==> src/rtl/mem_burst_rw_controller.sv <==
// Burst read/write controller in front of a register-file scratch memory.
// Handles per-beat handshakes, address auto-increment/wrap and sticky error codes.
module mem_burst_rw_controller #(
  parameter int unsigned DW    = 8,
  parameter int unsigned AW    = 6,
  parameter int unsigned DEPTH = 64,
  parameter int unsigned LENW  = 4,
  parameter int unsigned TMO   = 15,
  parameter int unsigned WRAP  = 1
) (
  input  logic            i_clk,
  input  logic            i_reset,
  input  logic            i_wr_req,
  input  logic            i_rd_req,
  input  logic [AW-1:0]   i_addr,
  input  logic [LENW-1:0] i_len,
  output logic            o_ack,
  input  logic [DW-1:0]   i_wr_data,
  input  logic            i_wr_valid,
  output logic            o_wr_ready,
  output logic [DW-1:0]   o_rd_data,
  output logic            o_rd_valid,
  input  logic            i_rd_ready,
  output logic            o_busy,
  output logic            o_done,
  output logic            o_err,
  output logic [2:0]      o_err_code,
  input  logic            i_err_ack
);

  localparam int unsigned TW = $clog2(TMO + 1);
  localparam int unsigned EW = AW + LENW + 1;

  localparam logic [2:0] CodeNone  = 3'd0;
  localparam logic [2:0] CodeWrTmo = 3'd1;
  localparam logic [2:0] CodeRdTmo = 3'd2;
  localparam logic [2:0] CodeZero  = 3'd3;
  localparam logic [2:0] CodeRange = 3'd4;

  typedef enum logic [1:0] {StIdle, StWr, StRd, StErr} state_e;

  state_e          state_q;
  logic [AW-1:0]   cur_q;
  logic [LENW-1:0] len_q;
  logic [LENW-1:0] cnt_q;
  logic [TW-1:0]   tmr_q;
  logic            ack_q;
  logic            done_q;
  logic [2:0]      code_q;

  logic [DW-1:0]   mem [DEPTH];

  logic            wr_beat;
  logic            rd_beat;
  logic            beat;
  logic            last_beat;
  logic            tmo_hit;
  logic [EW-1:0]   end_addr;
  logic            range_err;
  logic [AW-1:0]   addr_nxt;

  always_comb begin
    wr_beat   = (state_q == StWr) && i_wr_valid;
    rd_beat   = (state_q == StRd) && i_rd_ready;
    beat      = wr_beat || rd_beat;
    last_beat = (cnt_q == (len_q - LENW'(1)));
    tmo_hit   = (tmr_q == TW'(TMO - 1));
    // Widened so start + length cannot overflow before the range compare.
    end_addr  = EW'(i_addr) + EW'(i_len);
    range_err = (EW'(i_addr) >= EW'(DEPTH)) ||
                ((WRAP == 0) && (end_addr > EW'(DEPTH)));
    addr_nxt  = (cur_q == AW'(DEPTH - 1)) ? '0 : cur_q + AW'(1);
  end

  always_ff @(posedge i_clk or negedge i_reset) begin
    if (!i_reset) begin
      state_q <= StIdle;
      cur_q   <= '0;
      len_q   <= '0;
      cnt_q   <= '0;
      tmr_q   <= '0;
      ack_q   <= 1'b0;
      done_q  <= 1'b0;
      code_q  <= CodeNone;
    end else begin
      ack_q  <= 1'b0;
      done_q <= 1'b0;
      case (state_q)
        StIdle: begin
          if (i_wr_req || i_rd_req) begin
            if (i_len == '0) begin
              state_q <= StErr;
              code_q  <= CodeZero;
            end else if (range_err) begin
              state_q <= StErr;
              code_q  <= CodeRange;
            end else begin
              cur_q   <= i_addr;
              len_q   <= i_len;
              cnt_q   <= '0;
              tmr_q   <= '0;
              ack_q   <= 1'b1;
              // Write wins a tie; the read requester must keep asserting.
              state_q <= i_wr_req ? StWr : StRd;
            end
          end
        end
        StWr, StRd: begin
          if (beat) begin
            cur_q <= addr_nxt;
            cnt_q <= cnt_q + LENW'(1);
            tmr_q <= '0;
            if (last_beat) begin
              state_q <= StIdle;
              done_q  <= 1'b1;
            end
          end else if (tmo_hit) begin
            state_q <= StErr;
            code_q  <= (state_q == StWr) ? CodeWrTmo : CodeRdTmo;
            tmr_q   <= '0;
          end else begin
            tmr_q <= tmr_q + TW'(1);
          end
        end
        StErr: begin
          if (i_err_ack) begin
            state_q <= StIdle;
            code_q  <= CodeNone;
          end
        end
        default: state_q <= StIdle;
      endcase
    end
  end

  // Storage is intentionally not reset.
  always_ff @(posedge i_clk) begin
    if (wr_beat) begin
      mem[cur_q] <= i_wr_data;
    end
  end

  always_comb begin
    o_ack      = ack_q;
    o_done     = done_q;
    o_busy     = (state_q == StWr) || (state_q == StRd);
    o_wr_ready = (state_q == StWr);
    o_rd_valid = (state_q == StRd);
    o_rd_data  = (state_q == StRd) ? mem[cur_q] : '0;
    o_err      = (state_q == StErr);
    o_err_code = code_q;
  end

endmodule

==> config.mk <==
export PLATFORM = sky130hd
export DESIGN_NAME = mem_burst_rw_controller
export DESIGN_NICKNAME = d
export VERILOG_FILES = /design/src/rtl/mem_burst_rw_controller.sv
export SDC_FILE = /design/constraint.sdc
export NUM_CORES = 1
export LEC_CHECK = 0
export ABC_AREA = 1
export ABC_CLOCK_PERIOD_IN_PS = 2800
export BUFFER_PORTS_ARGS = -buffer_cell sky130_fd_sc_hd__buf_2
export CORE_MARGIN = 1
export CORE_UTILIZATION = 27
export CTS_CLUSTER_SIZE = 20
export DETAILED_ROUTE_END_ITERATION = 6
export SYNTH_ARGS = -nofsm -noshare
export SYNTH_HDL_FRONTEND = slang
export SYNTH_SLANG_ARGS = --single-unit
==> constraint.sdc <==
create_clock -name i_clk -period 2.8 [get_ports i_clk]
set_clock_uncertainty 0.2 [all_clocks]
set_input_delay 0.42 -clock i_clk [delete_from_list [all_inputs] [get_ports i_clk]]
set_output_delay 0.42 -clock i_clk [all_outputs]
set_load 0.02 [all_outputs]
# Word-level counts from Yosys, hierarchy flattened
# Memories as Yosys holds them, arrays and structs flattened.
# Index checks and enable logic that the tools add are counted.
dict set report op_classes {
  add_sub_neg 4
  n_eq_ne 15
  n_mux 36
  bitwise 1
  n_reduce_logical 14
}
# operator n
set op_table {}
lappend op_table {{6-bit 2-to-1 mux} 4}
lappend op_table {{4-bit 2-to-1 mux} 5}
lappend op_table {{2-bit 2-to-1 mux} 8}
lappend op_table {{4-bit one-hot mux with 2 select lines} 2}
lappend op_table {{3-bit 2-to-1 mux} 5}
lappend op_table {{2-bit != test (second input constant)} 6}
lappend op_table {{6-bit one-hot mux with 2 select lines} 1}
lappend op_table {{3-bit one-hot mux with 3 select lines} 1}
lappend op_table {{4-bit by 1-bit adder with 4-bit output (second input constant)} 2}
lappend op_table {{1-bit 2-to-1 mux} 8}
lappend op_table {{8-bit 2-to-1 mux} 1}
lappend op_table {{4-bit AND reduction} 2}
lappend op_table {{6-bit by 1-bit adder with 6-bit output (second input constant)} 1}
lappend op_table {{6-bit == test (second input constant)} 1}
lappend op_table {{3-bit != test (second input constant)} 2}
lappend op_table {{2-bit one-hot mux with 3 select lines} 1}
lappend op_table {{3-bit AND reduction} 2}
lappend op_table {{5-bit AND reduction} 1}
lappend op_table {{2-bit == test (second input constant)} 2}
lappend op_table {{4-bit == test} 1}
lappend op_table {{4-bit == test (second input constant)} 1}
lappend op_table {{4-bit zero test} 1}
lappend op_table {{4-bit by 1-bit subtractor with 4-bit output (second input constant)} 1}
lappend op_table {{1-bit logical OR} 3}
lappend op_table {{7 further kinds} 8}
dict set report word_totals {
  ff_bits 25
  mem_bits_rw 512
  inputBits 25
  output_inout_bits 17
  elab_cells 79
  memories 1
}
# name depth width read_ports rd_ports_with_merged_regs wr line
set mem_list {}
lappend mem_list {mem 64 8 1 0 1 51} ;# logic [DW-1:0] mem [DEPTH];

# Logic depth before layout (Yosys ltp)
dict set report depth {
  ltp_word 5
  depth_mapped 14
  ltp_nobuf 11
}

# Worst setup path after synthesis
# Ideal clock, no wire load.
dict set report synth_path {
  path_kind {register to register}
  startpoint {register cur_q[3]}
  endpoint {memory mem[41][0], enable pin}
  setup_ns 0.395
  arrival_time_ns 1.934
  required_ns 2.205
  slack_ns 0.271
  path_stages_with_launch 6
  n_path_buf 1
  period_less_slack_ns 2.529
  cell_sequence {dfrtp_1 buf_4 inv_1 nor3_2 inv_1 nor4_1}
}
# element line
set synth_lines {}
lappend synth_lines {{start, declared} 43} ;# logic [AW-1:0] cur_q;
lappend synth_lines {{start signal, assigned} 98} ;# cur_q <= i_addr;
lappend synth_lines {{start signal, assigned} 110} ;# cur_q <= addr_nxt;
lappend synth_lines {{end, declared} 51}
# Straight into the memory's write port.

# Worst setup path after layout
dict set report layout_path {
  startpoint {register cur_q[0]}
  endpoint {output port o_rd_data[6]}
}
dict set report layout_via {
  elab_chain_len 2
}
# element line
set layout_lines {}
lappend layout_lines {{memory read 64 x 8 bit} n/a}
lappend layout_lines {{8-bit 2-to-1 mux} 149} ;# o_rd_data = (state_q == StRd) ? mem[cur_q] : '0;
lappend layout_lines {{end, declared} 21} ;# output logic [DW-1:0] o_rd_data,
# No other way between the ends.

==> out/qor.txt <==
final period utilization -> 120%
failing checks -> negative setup slack
Reg2Reg Depth -> 8
die width -> 296 microns
Fillers -> 8531
Yosys warnings -> 0
RSZ-0062 raised after global routing -> true
DP Wirelength -> 38800 microns
largest net degree at the start of global routing -> 65
Hold Path Class -> in -> reg
H-tree depth -> 2
cell taking the most area after synthesis -> edfxtp_1
power after layout -> 29300 uW
wire per inst -> 17.5 microns
Placed Instances -> 3615
drt via density -> 4.44
CTS tree -> yes
io pins -> 42
Main synth FF type -> edfxtp_1
hold path depth -> 4
clock insertion delay at the later pin of the skew report -> 0.61 ns
Leak -> 0.0125 uW
post-synthesis net count -> 2375
initial DRC count -> 1314
CTS root buffer -> clkbuf_16
initial antenna violation count -> 0
area grow syn2layout -> 27.3%
EDFF count, synth -> 512
Post-Route Setup TNS -> -4.09 ns
Mapped Cells -> 2341
Setup violations, final -> 8
Setup Slack @ Placement -> -0.312 ns
Clock Sinks -> 536
CP Launch Type -> flop
DRC viols -> 0
Slew HR -> 52.3%
power per standard cell area -> 985 mW/mm^2
via count -> 16.8k
crit end category -> primary output
top post-synthesis cells by area -> edfxtp_1 66%, nand2_1 23%, dfrtp_1 2.6%, nor2_1 1.7%, buf_6 1.2%
Syn Area/Cell -> 9.99 sq um
CTS buffer count -> 56
register clock-pin slew on the reported worst setup and hold paths -> 0.06 ns
sequential share of the synthesized area -> 68.3%
Peak supply drop -> 537 uV
leading cell types in the layout, fill and taps excluded -> 1342 x nand2_1, 512 x edfxtp_1, 162 x buf_4
post-synthesis register bit count -> 536
Slew Viols, Final -> 0
first-pass GRT wire length -> 96900 microns
final worst slack -> -0.572 ns
status -> complete, but fails checks
ANT nets after route -> 0
WP data required -> 2.18 ns
Slew @ Worst Pin -> 0.715 ns
non-filler instance count after layout -> 3783
# nets final -> 2626
grt ovf -> 0
Routed Wire Length -> 66100 microns
critical path class -> reg -> out
hold slack -> 0.0429 ns
final RePlAce weighted congestion -> 0.850
share of Yosys cell area claimed by the top area cell type -> 65.8%
maximum buffer depth of the clock tree -> 3
Die Ht -> 296 microns
critical path peak fanout -> 6
Critical Path AT -> 2.75 ns
Synth async-reset ratio -> 4.48%
Core Rows -> 107
Fin. Hold Viols -> 0
Initial Util -> 27.4%
layout cells sized above 1 -> 18.8%
Total GRT Usage -> 14.7%
die footprint -> 0.0878 sq mm
number of I/O port buffers -> 40
drt first pass iters -> 5
Max-Cap Viols -> 0
Achievable Freq -> 0.297 GHz
vias in the first global route -> 15.8k
area of the mapped netlist -> 0.0234 sq mm
Core ar. -> 0.0854 sq mm
most common cell after layout, fill and taps aside -> nand2_1
post-layout min period -> 3.37 ns
Synth cell types -> 39
worst max-delay path, stage by stage (launching register included):
cell and delay (ns):
dfrtp_4 0.50, buf_12 0.19, clkbuf_16 0.18, buf_8 0.13
or2_4 0.24, nand3_2 0.06, nand2_1 0.06, o21ai_2 0.27
nand2_2 0.11, nor2_4 0.14, a21oi_4 0.11, buf_6 0.15
repair_timing:
action,CTS,global route
gates resized for setup,115,84
setup buffers,23,3
gates cloned,20,9
pin swaps,45,47
setup endpoints to repair,8,14
hold buffers,12,0
hold endpoints to repair,35,0
metrics by stage:
step,util (%),cell area (sq um)
global placement,30.6,26200
CTS,34.3,29300
finish,34.8,29800
global route,34.8,29800
floorplan,-,23400
detailed placement,30.6,26200
synth_stat cells (2+ instances only):
cell type / n
nor3_2: 6
o21ai_0: 18
nor3_1: 2
inv_2: 4
dfrtp_1: 24
or2_2: 4
ha_1: 9
clkbuf_1: 15
xor2_1: 4
nor2_4: 2
nor2_1: 107
buf_4: 9
buf_1: 7
nand3_1: 22
a21oi_1: 16
inv_1: 48
o211ai_1: 8
nand2_2: 2
nor4_1: 2
buf_2: 49
buf_6: 24
o21ai_1: 9
nand2_1: 1422
xnor2_1: 2
edfxtp_1: 512
worst paths after layout:
kind,from,endpoint,slack (ns)
min reg2reg,o_err_code[0],o_err_code[0],0.28
max reg2reg,state_q[1],mem[24][0],0.10
max in group asynchronous,i_reset,cur_q[0],1.78
max,cur_q[0],o_rd_data[6],-0.57
min,i_addr[0],cur_q[0],0.04
min in group asynchronous,i_reset,o_err_code[0],0.16
cells by family after synthesis:
family	share of synthesized area, %
fa+ha+maj	0.482
xor+xnor	0.225
compound gates	1.44
buf+inv	3.79
simple gates	25.7
other cells	0.0160
flops	68.3
registers in the layout, indices dropped and copies added, names as in the netlist:
| signal | flops |
|---|---|
| o_done | 1 |
| state_q | 2 |
| o_ack | 1 |
| o_err_code | 2 |
| mem | 512 |
| cnt_q | 4 |
| cur_q | 6 |
| tmr_q | 4 |
| len_q | 4 |
cell type report:
| class | count | area, sq um | area share [%] |
|---|---|---|---|
| Inverter | 54 | 231 | 0.778 |
| Clock buffer | 70 | 1480 | 4.96 |
| Antenna cell | 1 | 2.50 | 0.00841 |
| Multi-Input combinational cell | 1646 | 6890 | 23.2 |
| Tap cell | 1144 | 1430 | 4.81 |
| Timing Repair inverter | 2 | 36.3 | 0.122 |
| Sequential cell | 536 | 16000 | 53.7 |
| Clock inverter | 34 | 337 | 1.13 |
| Timing Repair Buffer | 296 | 3370 | 11.3 |
routing by layer:
metal / GRT usage [%] / vias to the layer above / share of wire, %
met4: 5.13 / 0 / 2.6
met1: 19.5 / 8085 / 43
li1: - / 8115 / -
met2: 23.9 / 502 / 48
met5: 0 / - / 0
met3: 2.78 / 100 / 6.8
power breakdown:
| part | switching (uW) | internal [uW] | total, uW | leakage [uW] |
|---|---|---|---|---|
| Sequential | 186 | 9020 | 9200 | 0.00490 |
| Combinational | 7540 | 5110 | 12700 | 0.00670 |
| Clock | 3100 | 4360 | 7460 | 0.000893 |
No activity file was read; power rests on OpenSTA's default activity.
